--- src/rtl/vtp_lookup_dedup_filter.sv ---
// VTP lookup dedup filter: merges back-to-back same-page lookups into one server request
// and fans the server response out to every merged tag. Optional VTP_DEDUP_STATS_EN adds dup_count.
module vtp_lookup_dedup_filter #(
    parameter int TAG_BITS     = 5,
    parameter int VA_BITS      = 36,
    parameter int PA_BITS      = 32,
    parameter int REQ_AUX_BITS = 1,
    parameter int RSP_AUX_BITS = 1
) (
    input  logic                    clk,
    input  logic                    reset,
    input  logic                    c_req_en,
    output logic                    c_req_rdy,
    input  logic [TAG_BITS-1:0]     c_req_tag,
    input  logic [VA_BITS-1:0]      c_req_va,
    input  logic                    c_req_spec,
    input  logic [REQ_AUX_BITS-1:0] c_req_aux,
    output logic                    s_req_en,
    input  logic                    s_req_rdy,
    output logic [TAG_BITS-1:0]     s_req_tag,
    output logic [VA_BITS-1:0]      s_req_va,
    output logic                    s_req_spec,
    output logic [REQ_AUX_BITS-1:0] s_req_aux,
    input  logic                    s_rsp_valid,
    input  logic [TAG_BITS-1:0]     s_rsp_tag,
    input  logic [PA_BITS-1:0]      s_rsp_pa,
    input  logic                    s_rsp_may_cache,
    input  logic [RSP_AUX_BITS-1:0] s_rsp_aux,
    output logic                    c_rsp_valid,
    output logic [TAG_BITS-1:0]     c_rsp_tag,
    output logic [PA_BITS-1:0]      c_rsp_pa,
    output logic                    c_rsp_may_cache,
    output logic [RSP_AUX_BITS-1:0] c_rsp_aux
`ifdef VTP_DEDUP_STATS_EN
    ,
    output logic [31:0]             dup_count
`endif
);

    localparam int N_TAGS = 2 ** TAG_BITS;

    typedef struct packed {
        logic                    match;
        logic [TAG_BITS-1:0]     tag;
        logic [VA_BITS-1:0]      va;
        logic                    spec;
        logic [REQ_AUX_BITS-1:0] aux;
    } req_t;

    typedef struct packed {
        logic [TAG_BITS-1:0]     tag;
        logic [PA_BITS-1:0]      pa;
        logic                    may_cache;
        logic [RSP_AUX_BITS-1:0] aux;
    } rsp_t;

    logic [VA_BITS-1:0]  prev_va_r;
    logic                prev_spec_r;
    logic                match_s;
    logic                push_s;
    req_t                req_mem_r [2];
    logic                req_wr_ptr_r;
    logic                req_rd_ptr_r;
    logic [1:0]          req_count_r;
    logic                head_valid_s;
    req_t                head_s;
    logic                deq_s;
    logic                dup_s;
    logic                cur_valid_r;
    logic [TAG_BITS-1:0] cur_tag_r;
    logic [TAG_BITS-1:0] cur_tail_r;
    logic [TAG_BITS-1:0] next_ptr_r [N_TAGS];
    logic [TAG_BITS-1:0] tail_ptr_r [N_TAGS];
    rsp_t                rsp_mem_r [N_TAGS];
    logic [TAG_BITS-1:0] rsp_wr_ptr_r;
    logic [TAG_BITS-1:0] rsp_rd_ptr_r;
    logic [TAG_BITS:0]   rsp_count_r;
    logic                rsp_head_valid_s;
    rsp_t                rsp_head_s;
    logic                rsp_pop_s;
    logic                out_valid_r;
    rsp_t                out_rsp_r;
    logic [TAG_BITS-1:0] out_tail_r;
    logic                active_s;

    // The match bit compares against the request seen just before this one, not against the base.
    assign match_s      = (c_req_va == prev_va_r) && (c_req_spec == prev_spec_r);
    assign c_req_rdy    = (req_count_r != 2'd2);
    assign push_s       = c_req_en && c_req_rdy;
    assign head_valid_s = (req_count_r != 2'd0);
    assign head_s       = req_mem_r[req_rd_ptr_r];
    assign deq_s        = head_valid_s && s_req_rdy;
    assign dup_s        = cur_valid_r && head_s.match;

    assign s_req_en   = deq_s && !dup_s;
    assign s_req_tag  = head_s.tag;
    assign s_req_va   = head_s.va;
    assign s_req_spec = head_s.spec;
    assign s_req_aux  = head_s.aux;

    // Previous-request page tracker.
    always_ff @(posedge clk) begin
        if (reset) begin
            prev_va_r   <= '0;
            prev_spec_r <= 1'b0;
        end else if (c_req_en) begin
            prev_va_r   <= c_req_va;
            prev_spec_r <= c_req_spec;
        end
    end

    // Request FIFO storage.
    always_ff @(posedge clk) begin
        if (push_s) begin
            req_mem_r[req_wr_ptr_r] <= '{match: match_s, tag: c_req_tag, va: c_req_va,
                                         spec: c_req_spec, aux: c_req_aux};
        end
    end

    // Request FIFO pointers and occupancy.
    always_ff @(posedge clk) begin
        if (reset) begin
            req_wr_ptr_r <= 1'b0;
            req_rd_ptr_r <= 1'b0;
            req_count_r  <= 2'd0;
        end else begin
            if (push_s) req_wr_ptr_r <= ~req_wr_ptr_r;
            if (deq_s)  req_rd_ptr_r <= ~req_rd_ptr_r;
            case ({push_s, deq_s})
                2'b10:   req_count_r <= req_count_r + 2'd1;
                2'b01:   req_count_r <= req_count_r - 2'd1;
                default: req_count_r <= req_count_r;
            endcase
        end
    end

    // Current base tracking; a newly dequeued base wins over the old base's response.
    always_ff @(posedge clk) begin
        if (reset) begin
            cur_valid_r <= 1'b0;
            cur_tag_r   <= '0;
            cur_tail_r  <= '0;
        end else begin
            if (deq_s && !dup_s) begin
                cur_valid_r <= 1'b1;
                cur_tag_r   <= head_s.tag;
            end else if (s_rsp_valid && (s_rsp_tag == cur_tag_r)) begin
                cur_valid_r <= 1'b0;
            end
            if (deq_s) cur_tail_r <= head_s.tag;
        end
    end

    // Chain link and chain tail LUTRAMs; a lone base records itself as its own tail.
    always_ff @(posedge clk) begin
        if (deq_s && dup_s) next_ptr_r[cur_tail_r] <= head_s.tag;
        if (deq_s) tail_ptr_r[dup_s ? cur_tag_r : head_s.tag] <= head_s.tag;
    end

    assign rsp_head_valid_s = (rsp_count_r != (TAG_BITS + 1)'(0));
    assign rsp_head_s       = rsp_mem_r[rsp_rd_ptr_r];
    assign active_s         = out_valid_r && (out_tail_r != out_rsp_r.tag);
    assign rsp_pop_s        = rsp_head_valid_s && !active_s;

    // Response FIFO storage; at most N_TAGS responses can be outstanding so it never overflows.
    always_ff @(posedge clk) begin
        if (s_rsp_valid) begin
            rsp_mem_r[rsp_wr_ptr_r] <= '{tag: s_rsp_tag, pa: s_rsp_pa,
                                         may_cache: s_rsp_may_cache, aux: s_rsp_aux};
        end
    end

    // Response FIFO pointers and occupancy.
    always_ff @(posedge clk) begin
        if (reset) begin
            rsp_wr_ptr_r <= '0;
            rsp_rd_ptr_r <= '0;
            rsp_count_r  <= '0;
        end else begin
            if (s_rsp_valid) rsp_wr_ptr_r <= rsp_wr_ptr_r + TAG_BITS'(1);
            if (rsp_pop_s)   rsp_rd_ptr_r <= rsp_rd_ptr_r + TAG_BITS'(1);
            case ({s_rsp_valid, rsp_pop_s})
                2'b10:   rsp_count_r <= rsp_count_r + (TAG_BITS + 1)'(1);
                2'b01:   rsp_count_r <= rsp_count_r - (TAG_BITS + 1)'(1);
                default: rsp_count_r <= rsp_count_r;
            endcase
        end
    end

    // Output stage: walk the chain one tag per cycle, duplicates never report may_cache.
    always_ff @(posedge clk) begin
        if (reset) begin
            out_valid_r <= 1'b0;
            out_rsp_r   <= '0;
            out_tail_r  <= '0;
        end else if (active_s) begin
            out_rsp_r.tag       <= next_ptr_r[out_rsp_r.tag];
            out_rsp_r.may_cache <= 1'b0;
        end else if (rsp_head_valid_s) begin
            out_valid_r <= 1'b1;
            out_rsp_r   <= rsp_head_s;
            out_tail_r  <= tail_ptr_r[rsp_head_s.tag];
        end else begin
            out_valid_r <= 1'b0;
        end
    end

    assign c_rsp_valid     = out_valid_r;
    assign c_rsp_tag       = out_rsp_r.tag;
    assign c_rsp_pa        = out_rsp_r.pa;
    assign c_rsp_may_cache = out_rsp_r.may_cache;
    assign c_rsp_aux       = out_rsp_r.aux;

`ifdef VTP_DEDUP_STATS_EN
    logic [31:0] dup_count_r;

    // Saturating count of merged duplicates.
    always_ff @(posedge clk) begin
        if (reset) begin
            dup_count_r <= 32'd0;
        end else if (deq_s && dup_s && (dup_count_r != 32'hFFFF_FFFF)) begin
            dup_count_r <= dup_count_r + 32'd1;
        end
    end

    assign dup_count = dup_count_r;
`endif

endmodule

--- config.mk ---
export PLATFORM = sky130hd
export DESIGN_NAME = vtp_lookup_dedup_filter
export DESIGN_NICKNAME = d
export VERILOG_FILES = /design/src/rtl/vtp_lookup_dedup_filter.sv
export SDC_FILE = /design/constraint.sdc
export NUM_CORES = 2
export LEC_CHECK = 0
export CAP_MARGIN = 20
export CELL_PAD_IN_SITES_DETAIL_PLACEMENT = 2
export CELL_PAD_IN_SITES_GLOBAL_PLACEMENT = 2
export CORE_UTILIZATION = 35
export CTS_CLUSTER_DIAMETER = 120
export DETAILED_ROUTE_END_ITERATION = 6
export GPL_TIMING_DRIVEN = 0
export HOLD_SLACK_MARGIN = 0.06
export PLACE_DENSITY = 0.63
export SYNTH_ARGS = -nofsm -noshare
export SYNTH_HDL_FRONTEND = slang
export SYNTH_SLANG_ARGS = --single-unit
--- constraint.sdc ---
create_clock -name clk -period 5.7 [get_ports clk]
set_input_delay 1.14 -clock clk [delete_from_list [all_inputs] [get_ports clk]]
set_output_delay 1.14 -clock clk [all_outputs]
set_load 0.05 [all_outputs]
==> metrics.md <==
| Metric | Value |
|---|---|
| Status | `complete, no violations` |
| Multi-input gate area | `15900 sq um` |
| Vias in the first global route | `39000` |
| Global route overflow | `0` |
| Share of cells above drive strength 1 | `24.0%` |
| Vias/cell | `5.44` |
| Worst rel slew slack | `24.2%` |
| Largest net degree at the start of global routing | `66` |
| Post-layout min period | `5210 ps` |
| Antenna violations before repair | `13` |
| CP max FO | `10` |
| Clock tree sinks | `1780` |
| CP max stage cell | `clkdlybuf4s50_1` |
| Place WS | `-454 ps` |
| Worst-Skew Late Latency | `820 ps` |
| Worst hold margin | `504 ps` |
| Reg2reg path depth | `16` |
| CTS root buf | `clkbuf_16` |
| R2R setup slack | `750 ps` |
| Critical path class | `register to primary output` |
| Worst setup EP type | `primary output` |
| Syn avg cell area | `20.6 sq um` |
| Period utilization | `91.4%` |
| Ports | `172` |
| Worst Clk Skew | `29.3 ps` |
| Worst-case clock buffer depth | `3` |
| Post-synthesis sequential area ratio | `75.5%` |
| Fmax | `192 MHz` |
| PwrDens | `445 nW/um^2` |
| Core footprint | `196000 sq um` |
| Post-Syn Instances | `3356` |
| Worst hold stages | `2` |
| DRC Markers | `0` |
| Most Frequent Cell on Critical Path | `clkbuf_1` |
| Leak | `25.4 nW` |
| Port buffer count | `168` |
| Tot GR Track Use | `21.0%` |
| Global-route wire length before repair | `295 mm` |
| Initial detailed-routing violation count | `2910` |
| Max_cap viols | `0` |
| Initial Utilization | `35.3%` |
| Crit path cell chain | `clkbuf_1 -> clkbuf_1 -> buf_1 -> mux2_2 -> clkdlybuf4s50_1` |
| Hold Crit Endpoint | `c_rsp_pa[9]` |
| Fin. Hold Viols | `0` |
| Die X | `446 um` |
| Total power | `36.8 mW` |
| FF-to-FF End | `rsp_count_r[4]` |
| Final worst slack | `491 ps` |
| H-tree Lvls | `4` |
| Async set-reset flop share out of synthesis | `0%` |
| Ys Warns | `0` |
| Layout area overhead | `19.6%` |
| Worst min path class | `register to register` |
| Post-DP HPWL | `141 mm` |
| Worst path required time | `4560 ps` |
| Commonest cells after routing, fill and taps aside | `edfxtp_1 (1656), mux4_2 (417), clkbuf_16 (197), nor2_1 (190), clkdlybuf4s50_1 (168)` |
| Placer Congestion | `0.762` |
| WL final | `210 mm` |
| VDD IR-drop max | `240 uV` |
| CTS tree | `yes` |
| Post-synth cell types | `59` |
| #FFs+latches synth | `1780` |
| Register area | `52200 sq um` |
| Drt pass-1 iters | `5` |
| Detail Route Antenna Nets | `0` |
| Max Slew Vio Count | `0` |
| Worst-path clk slew | `70 ps` |
| Net Count, Synth | `3452` |
| Fillers | `18000` |
| Top_reg_cell synth | `edfxtp_1` |
| Most common cell after layout, fill and taps aside | `edfxtp_1` |
| CP Launch Type | `register` |
| Worst-margin pin slew | `1130 ps` |
| Setup Viol. Count Final | `0` |
| CP peak stage delay | `750 ps` |
| Nets@finish | `3913` |
| Min-Delay Startpoint | `c_rsp_pa[9]` |
| Unrepaired setup endpoints after global routing | `false` |
| CP arrival | `4070 ps` |
| Vias | `35900` |
| Utilization after layout | `42.3%` |
| Reg-to-reg critical path startpoint | `c_rsp_tag[4]` |
| DR WL/cell | `31.8 um` |
| Core Rows | `162` |
| Post-synth EDFFs | `1656` |
| Syn Std Cell Area | `69100 sq um` |
| Die area | `199000 sq um` |
| Die H | `446 um` |
| Num CTS Buffers | `189` |
critical path, delay by kind of cell, from the launching register on:
kind / cells / cell delay (ps)
flip-flops: 1 / 320
multiplexers: 1 / 410
buffers and inverters: 4 / 2510
synthesized netlist by cell type, drive strengths merged, types with 7 or more instances:
master   count  area [sq um]
a41oi       85           744
clkbuf     110           413
buf         95           551
inv         94           353
mux4       422          9520
xor2        31           272
o21ai       13          65.1
edfxtp    1656         49700
a211oi      48           360
nand2       44           165
dfxtp      124          2480
nor3         7          35.0
nor2       223           837
nand3       19           115
nor4         8          56.3
nand4       11          68.8
mux2i      103          1060
o41ai       20           175
ha           9           113
xnor2       34           298
a21oi       18          90.1
mux2        45           507
a2111oi     82           724
through the flow:
stage | cell area, sq um | cells | setup TNS [ps]
3_5_place_dp | 76000 | 6228 | -846
6_report | 82700 | 6600 | 0
2_1_floorplan | 69100 | 3356 | 0
5_1_grt | 82600 | 6597 | 0
4_1_cts | 82100 | 6572 | 0
3_3_place_gp | 74100 | 6148 | -1690810
worst max path at each step:
stage,endpoint,depth (start not counted),slack (ps)
CTS,rsp_count_r[4],16,220
floorplan,req_mem_r[0][0],4,1510
detailed placement,rsp_count_r[4],17,-450
global placement,rsp_mem_r[23][14],3,-2090
global route,s_req_va[35],5,190
finish,s_req_va[35],5,490
power by group:
part	internal, mW	leakage [nW]	total [mW]	switching, mW
registers	15.0	16.0	15.2	0.266
logic	3.50	6.49	9.26	5.76
clock network	7.07	2.98	12.3	5.22
sequential cells by signal, summed over array words and instances, names as in the netlist, 6 cells and up, named ones only:
name,cells
c_rsp_pa,32
rsp_count_r,6
rsp_mem_r,1248
req_mem_r,88
tail_ptr_r,160
prev_va_r,36
next_ptr_r,160
repair_timing:
action,4_1_cts,5_1_grt
endpoints found under the hold margin,0,0
pin swaps,0,0
setup endpoints to repair,3,2
setup buffers,0,0
gates resized for setup,1,2
hold buffers,0,0
per-layer routing:
| metal | wire, um | global-route usage [%] |
|---|---|---|
| met3 | 9270 | 3.18 |
| met5 | 44 | 0 |
| met2 | 109000 | 36.9 |
| met4 | 4300 | 5.09 |
| met1 | 86800 | 27.0 |
cell type report:
class / instances / share of cell area (%)
Sequential cell: 1780 / 63.2
Buffer: 204 / 1.17
Antenna cell: 5 / 0.0151
Timing Repair Buffer: 271 / 4.69
Clock buffer: 265 / 6.36
Multi-Input combinational cell: 1276 / 19.2
Clock inverter: 80 / 1.02
Tap cell: 2624 / 3.97
Inverter: 95 / 0.439
cell families after synthesis:
logic type	count (synthesis)	share of synthesized area [%]
and+or+nand+nor	343	2.16
DFF	1780	75.5
muxes	570	16.0
buffers and inverters	300	1.91
adders and majority gates	9	0.163
xor gates and xnor gates	65	0.824
AOI/OAI and AO/OA	289	3.38
(Power assumes the default switching activity.)
